**src/rtl/q_8_7_pkg.sv**
```systemverilog
// Shared types for the q_8_7 datapath: collector FSM encoding and result width.
package q_8_7_pkg;

    localparam int data_w        = 8;
    localparam int coll_st_width = 2;

    typedef enum logic [coll_st_width-1:0] {
        IDLE  = 2'd0,
        ARMED = 2'd1,
        BUSY  = 2'd2
    } coll_state_t;

endpackage

```
**src/rtl/q_8_7_result_fifo.sv**
```systemverilog
// First-word-fall-through result FIFO; head entry is presented combinationally.
module q_8_7_result_fifo
    import q_8_7_pkg::*;
#(
    parameter int DEPTH = 4
) (
    input  logic                      clk,
    input  logic                      rst,
    input  logic                      wr_en,
    input  logic [data_w-1:0]         wr_data,
    input  logic                      rd_en,
    output logic [data_w-1:0]         rd_data,
    output logic [$clog2(DEPTH):0]    count,
    output logic                      full,
    output logic                      empty
);

    localparam int PW = $clog2(DEPTH);
    localparam int CW = PW + 1;

    logic [data_w-1:0] mem [DEPTH];
    logic [PW-1:0]     wr_ptr;
    logic [PW-1:0]     rd_ptr;
    logic              do_rd;

    // A read of an empty FIFO is ignored so the pointers can never cross.
    assign do_rd   = rd_en && !empty;
    assign rd_data = mem[rd_ptr];
    assign full    = (count == CW'(DEPTH));
    assign empty   = (count == '0);

    always_ff @(posedge clk) begin
        if (wr_en) begin
            mem[wr_ptr] <= wr_data;
        end
    end

    always_ff @(posedge clk) begin
        if (rst) begin
            wr_ptr <= '0;
            rd_ptr <= '0;
            count  <= '0;
        end else begin
            if (wr_en) begin
                wr_ptr <= wr_ptr + PW'(1);
            end
            if (do_rd) begin
                rd_ptr <= rd_ptr + PW'(1);
            end
            if (wr_en && !do_rd) begin
                count <= count + CW'(1);
            end else if (!wr_en && do_rd) begin
                count <= count - CW'(1);
            end
        end
    end

endmodule

```
**src/rtl/q_8_7_collector.sv**
```systemverilog
// Watches the subtractor start/rdy handshake, captures each result once into a
// FIFO, and flags dropped captures and hung operations.
module q_8_7_collector
    import q_8_7_pkg::*;
#(
    parameter int DEPTH   = 4,
    parameter int TIMEOUT = 32
) (
    input  logic                      clk,
    input  logic                      rst,
    input  logic                      start,
    input  logic                      rdy,
    input  logic [7:0]                result,
    output logic [7:0]                out_data,
    output logic                      out_valid,
    input  logic                      out_ready,
    output logic [$clog2(DEPTH):0]    count,
    output logic                      full,
    output logic                      overflow,
    output logic                      timeout_err,
    input  logic                      clr_err
);

    localparam int TW = $clog2(TIMEOUT) + 1;
    localparam logic [TW-1:0] T_LAST = TW'(TIMEOUT - 1);

    coll_state_t   state, state_nxt;
    logic [TW-1:0] timer, timer_nxt;
    logic          capture;
    logic          expire;
    logic          pop;
    logic          wr_en;
    logic          drop;
    logic          empty;

    always_ff @(posedge clk) begin
        if (rst) begin
            state <= IDLE;
            timer <= '0;
        end else begin
            state <= state_nxt;
            timer <= timer_nxt;
        end
    end

    always_comb begin
        state_nxt = state;
        timer_nxt = timer;
        capture   = 1'b0;
        expire    = 1'b0;
        case (state)
            IDLE: begin
                if (start) begin
                    state_nxt = ARMED;
                    timer_nxt = '0;
                end
            end
            // rdy idles high, so wait for it to fall before trusting a rising rdy.
            ARMED: begin
                if (timer == T_LAST) begin
                    expire    = 1'b1;
                    state_nxt = IDLE;
                end else begin
                    if (!rdy) begin
                        state_nxt = BUSY;
                    end
                    timer_nxt = (&timer) ? timer : timer + TW'(1);
                end
            end
            BUSY: begin
                if (rdy) begin
                    capture   = 1'b1;
                    state_nxt = IDLE;
                end else if (timer == T_LAST) begin
                    expire    = 1'b1;
                    state_nxt = IDLE;
                end else begin
                    timer_nxt = (&timer) ? timer : timer + TW'(1);
                end
            end
            default: begin
                state_nxt = IDLE;
            end
        endcase
    end

    // A pop in the capture cycle frees the slot the capture needs.
    assign pop       = out_valid && out_ready;
    assign wr_en     = capture && (!full || pop);
    assign drop      = capture && full && !pop;
    assign out_valid = !empty;

    always_ff @(posedge clk) begin
        if (rst) begin
            overflow    <= 1'b0;
            timeout_err <= 1'b0;
        end else begin
            overflow    <= drop   || (overflow    && !clr_err);
            timeout_err <= expire || (timeout_err && !clr_err);
        end
    end

    q_8_7_result_fifo #(
        .DEPTH (DEPTH)
    ) u_fifo (
        .clk     (clk),
        .rst     (rst),
        .wr_en   (wr_en),
        .wr_data (result),
        .rd_en   (pop),
        .rd_data (out_data),
        .count   (count),
        .full    (full),
        .empty   (empty)
    );

endmodule

```
**config.mk**
```make
export PLATFORM = sky130hd
export DESIGN_NAME = q_8_7_collector
export DESIGN_NICKNAME = d
export VERILOG_FILES = /design/src/rtl/q_8_7_pkg.sv /design/src/rtl/q_8_7_result_fifo.sv /design/src/rtl/q_8_7_collector.sv
export SDC_FILE = /design/constraint.sdc
export NUM_CORES = 1
export LEC_CHECK = 0
export BUFFER_PORTS_ARGS = -buffer_cell sky130_fd_sc_hd__buf_2
export CORE_MARGIN = 3
export CORE_UTILIZATION = 53
export CTS_BUF_LIST = sky130_fd_sc_hd__clkbuf_4 sky130_fd_sc_hd__clkbuf_8
export DETAILED_ROUTE_END_ITERATION = 8
export PLACE_DENSITY = 0.81
export SYNTH_ARGS = -nofsm -noshare
export SYNTH_HDL_FRONTEND = slang
export SYNTH_SLANG_ARGS = --single-unit
export TNS_END_PERCENT = 50
```
**constraint.sdc**
```tcl
create_clock -name clk -period 2.1 [get_ports clk]
set_input_delay 0.105 -clock clk [delete_from_list [all_inputs] [get_ports clk]]
set_output_delay 0.105 -clock clk [all_outputs]
set_load 0.02 [all_outputs]
```
==> summary.txt <==
Global route
  – First-pass GRT wire length: 6860 um
  – Vias in the first global route: 1,390
  – GRT overflow: 0
  – Initial antenna violation count: 0
  – Total global-route track usage: a little under a fifth
  – Largest net degree at the start of global routing: 18

Clock network
  – Clock sink count: 51
  – CTS buffer count: 5
  – Bufs on Longest Clock Path: 2
  – H-tree depth: 2
  – Clock tree from TritonCTS: yes
  – Worst skew pair latency: between 300 and 400 ps
  – Clock Pin Slew Worst Setup and Hold Paths: 100 ps
  – Root Driver: clkbuf_8

Worst setup path
  – Critical path buffer and inverter count: 1
  – Arrival time worst endpoint: roughly 2400 ps
  – Flop2flop setup slack: -90 ps
  – Cells on worst reg2reg path: 9
  – R2R Path Start: state[1]
  – Critical path fanouts, max: 5
  – Delay of the slowest critical-path stage: 400 ps
  – Reg-to-Reg End: u_fifo.count[2]
  – Critical path class: reg -> reg
  – CP Launch Type: flop
  – Critical Path End Type: flop
  – Critical Path RT: 2350 ps
  – CP cell instances: ha_2 > nand2_4 > nor2_4 > ha_4 > inv_2 > fa_2 > xor2_2 > or3_4 > a21oi_2
  – Cell family with most CP delay: adder cells
  – CP max stage cell: or3_4

Power
  – Power per cell area: 1060 nW/um^2
  – VDD IR-drop max: 0.887 mV
  – Int Power: 1880 uW
  – Psw: 954 uW
  – Leak pwr: 0.00102 uW
  – Tot Pwr: ~2800 uW
  – Clock power frac: 20.5%
  – Sequential power share: 44.0%
  – Sw Share: 33.7%
  – Combinational group share of total power: 35.5%

Synth
  – Main combinational cell family by area after synthesis: simple AND/OR/NAND/NOR gates
  – Synth warn: 0
  – Syn Area/Cell: 14.7 um^2
  – Syn nets: about 180
  – Post-synthesis sequential area ratio: 61.0%
  – Mapped Area: 2200 um^2
  – Cell variety after synth: 43
  – Post-Synth Simple-Gate Area: between 10% and 20%
  – Post-synthesis mux area share: 9.11%
  – Compound-gate portion of the synthesized area: 8.20%
  – Synth Area in XOR/XNOR: 1.99%
  – Syn Inst Count: 150
  – Flops & latches, synth: 51
  – Post-synthesis adder-cell area fraction: 6.60%

Routing
  – Drt first pass iters: 4
  – Antenna Nets Post-Route: 0
  – # DRC: 0
  – Final wirelength: ~4200 um
  – Via Count: approximately 1,400
  – WL per Instance: 17.1 um
  – Detailed router's first-iteration violation count: around 90
  – Vias per cell: 5.57

Place
  – Dpl ws: 3.47 ps
  – Cells after DPL: roughly 230
  – Hpwl dp: 2870 um
  – Final GP Congestion: ~0.81
  – PortBufs: 28

STA
  – Relative slew slack: around two thirds
  – Setup violators final: 1
  – Slew Limit Fails: 0
  – Tightest Pin Transition: 496 ps
  – Final period utilization: 104%
  – Highest clock rate: 456 MHz
  – Final Skew: 5.16 ps
  – Final hold violation count: 0
  – RSZ-0062 raised after global routing: true
  – Setup Total Neg Slack: -91.4 ps
  – Fin crit period: 2190 ps
  – Worst setup margin: -91.4 ps

Status
  – Run status: complete, but fails checks
  – Failing checks: setup timing

Final layout
  – Synthesis-to-layout area growth: 21.2%
  – Highest-count cells in the layout ignoring fill and taps: edfxtp_1, buf_2, dfxtp_1
  – Nets: 222
  – Commonest non-fill, non-tap cell in the layout: edfxtp_1
  – Post-route insts no fill: 246
  – Share of cells above drive strength 1: approximately two fifths
  – Ant diodes: 0

Min path
  – Worst hold path type: in -> reg
  – Min-Delay Endpoint: u_fifo.mem[0][3]
  – Hold Crit Depth: 1
  – Hold Startpoint: result[3]

Floorplanning
  – Floorplan core area: 3830 um^2
  – Ports: 29
  – Die height: 70.4 um
  – Die width: 70.4 um
  – Die area: between 4000 and 5000 um^2
  – Starting Density: 57.5%
  – Row count: 22

Flow run
  – Max-cap violations: 0
## how the worst max path moves through the flow
| stage | start | end | slack [ps] | depth (start not counted) |
|---|---|---|---|---|
| floorplan | u_fifo.count[1] | u_fifo.count[2] | 9 | 8 |
| global placement | u_fifo.count[1] | u_fifo.count[2] | 70 | 8 |
| detailed placement | u_fifo.count[1] | u_fifo.count[2] | 3 | 8 |
| CTS | u_fifo.count[1] | u_fifo.count[2] | 2 | 8 |
| global route | state[0] | u_fifo.count[2] | -190 | 10 |
| finish | state[1] | u_fifo.count[2] | -90 | 9 |
## registers in the layout, indices dropped and copies added (netlist names), named ones only
name	count
u_fifo.mem	32
timer	6
state	2
u_fifo.rd_ptr	2
overflow	1
u_fifo.wr_ptr	2
u_fifo.count	3
timeout_err	1
## worst reg2reg max path, stage by stage, from the launching register on
cell and delay [ps]:
dfxtp_1 390, ha_2 230, nand2_4 90, nor2_4 140, ha_4 160, inv_2 40, fa_2 370, xor2_2 190
or3_4 400, a21oi_2 130
## synth_stat cells, drive strengths merged
master / number / area, um^2
nand2b: 1 / 13.8
a21oi: 7 / 35.0
o211ai: 1 / 7.51
mux2i: 2 / 20.0
fa: 1 / 20.0
a211oi: 1 / 7.51
nand3: 4 / 20.0
o22ai: 1 / 6.26
o2111a: 1 / 11.3
and3: 1 / 7.51
inv: 9 / 41.3
and2b: 1 / 7.51
nand4: 1 / 21.3
ha: 10 / 125
buf: 2 / 8.75
o2111ai: 1 / 26.3
or3: 4 / 25.0
or4: 1 / 7.51
mux4: 8 / 180
edfxtp: 32 / 961
nor3b: 2 / 15.0
nand2: 7 / 33.8
a41o: 1 / 10.0
nor4b: 1 / 8.76
o21a: 1 / 7.51
a41oi: 1 / 8.76
or2: 1 / 6.26
dfxtp: 19 / 380
o21ai: 3 / 15.0
and2: 5 / 31.3
o31ai: 1 / 7.51
clkbuf: 1 / 3.75
nor2: 9 / 36.3
a221oi: 1 / 15.0
a21boi: 3 / 22.5
xnor2: 1 / 8.76
xor2: 4 / 35.0
## timing repair
item,CTS,global route
pin swaps,1,8
gates resized for setup,2,7
buffers inserted,2,7
hold endpoints to repair,4,7
hold buffers,1,2
endpoints found under the setup margin,1,2
## routing by layer
metal	track usage [%]	wire [um]	up-vias	share of wire (%)
li1	-	-	654	-
met1	23.2	1740	675	41
met2	29.1	2220	35	53
met3	5.90	204	6	4.8
met4	5.53	39	0	0.93
met5	0	0	-	0
## area by class of cell
class                           count  area, um^2
Sequential cell                    51        1350
Fill cell                         239        1160
Multi-Input combinational cell     87         861
Timing Repair Buffer               43         260
Clock buffer                        5        68.8
Tap cell                           48        60.1
Inverter                            9        41.3
Clock inverter                      3        23.8
## logic make-up after synthesis
family                   Yosys count
multiplexers                      10
buffers and inverters             12
AO/OA/AOI/OAI                     23
XOR/XNOR                           5
AND/OR/NAND/NOR                   38
adder cells (fa/ha/maj)           11
flip-flops                        51
## stage by stage
stage / area, um^2 / hold slack, ps / utilization (%)
detailed placement: 2440 / 324 / 63.8
global route: 2670 / 2.71 / 69.7
finish: 2670 / 15.9 / 69.7
global placement: 2440 / 315 / 63.8
CTS: 2570 / 1.56 / 67.1
floorplan: 2230 / 171 / -
## power by group through the flow
stage	combinational, uW	clock (uW)	sequential, uW
6_report	1010	580	1240
3_3_place_gp	775	0	1270
3_5_place_dp	819	0	1290
5_1_grt	1090	634	1260
4_1_cts	871	586	1260
2_1_floorplan	605	0	1260
(Power assumes the default switching activity.)
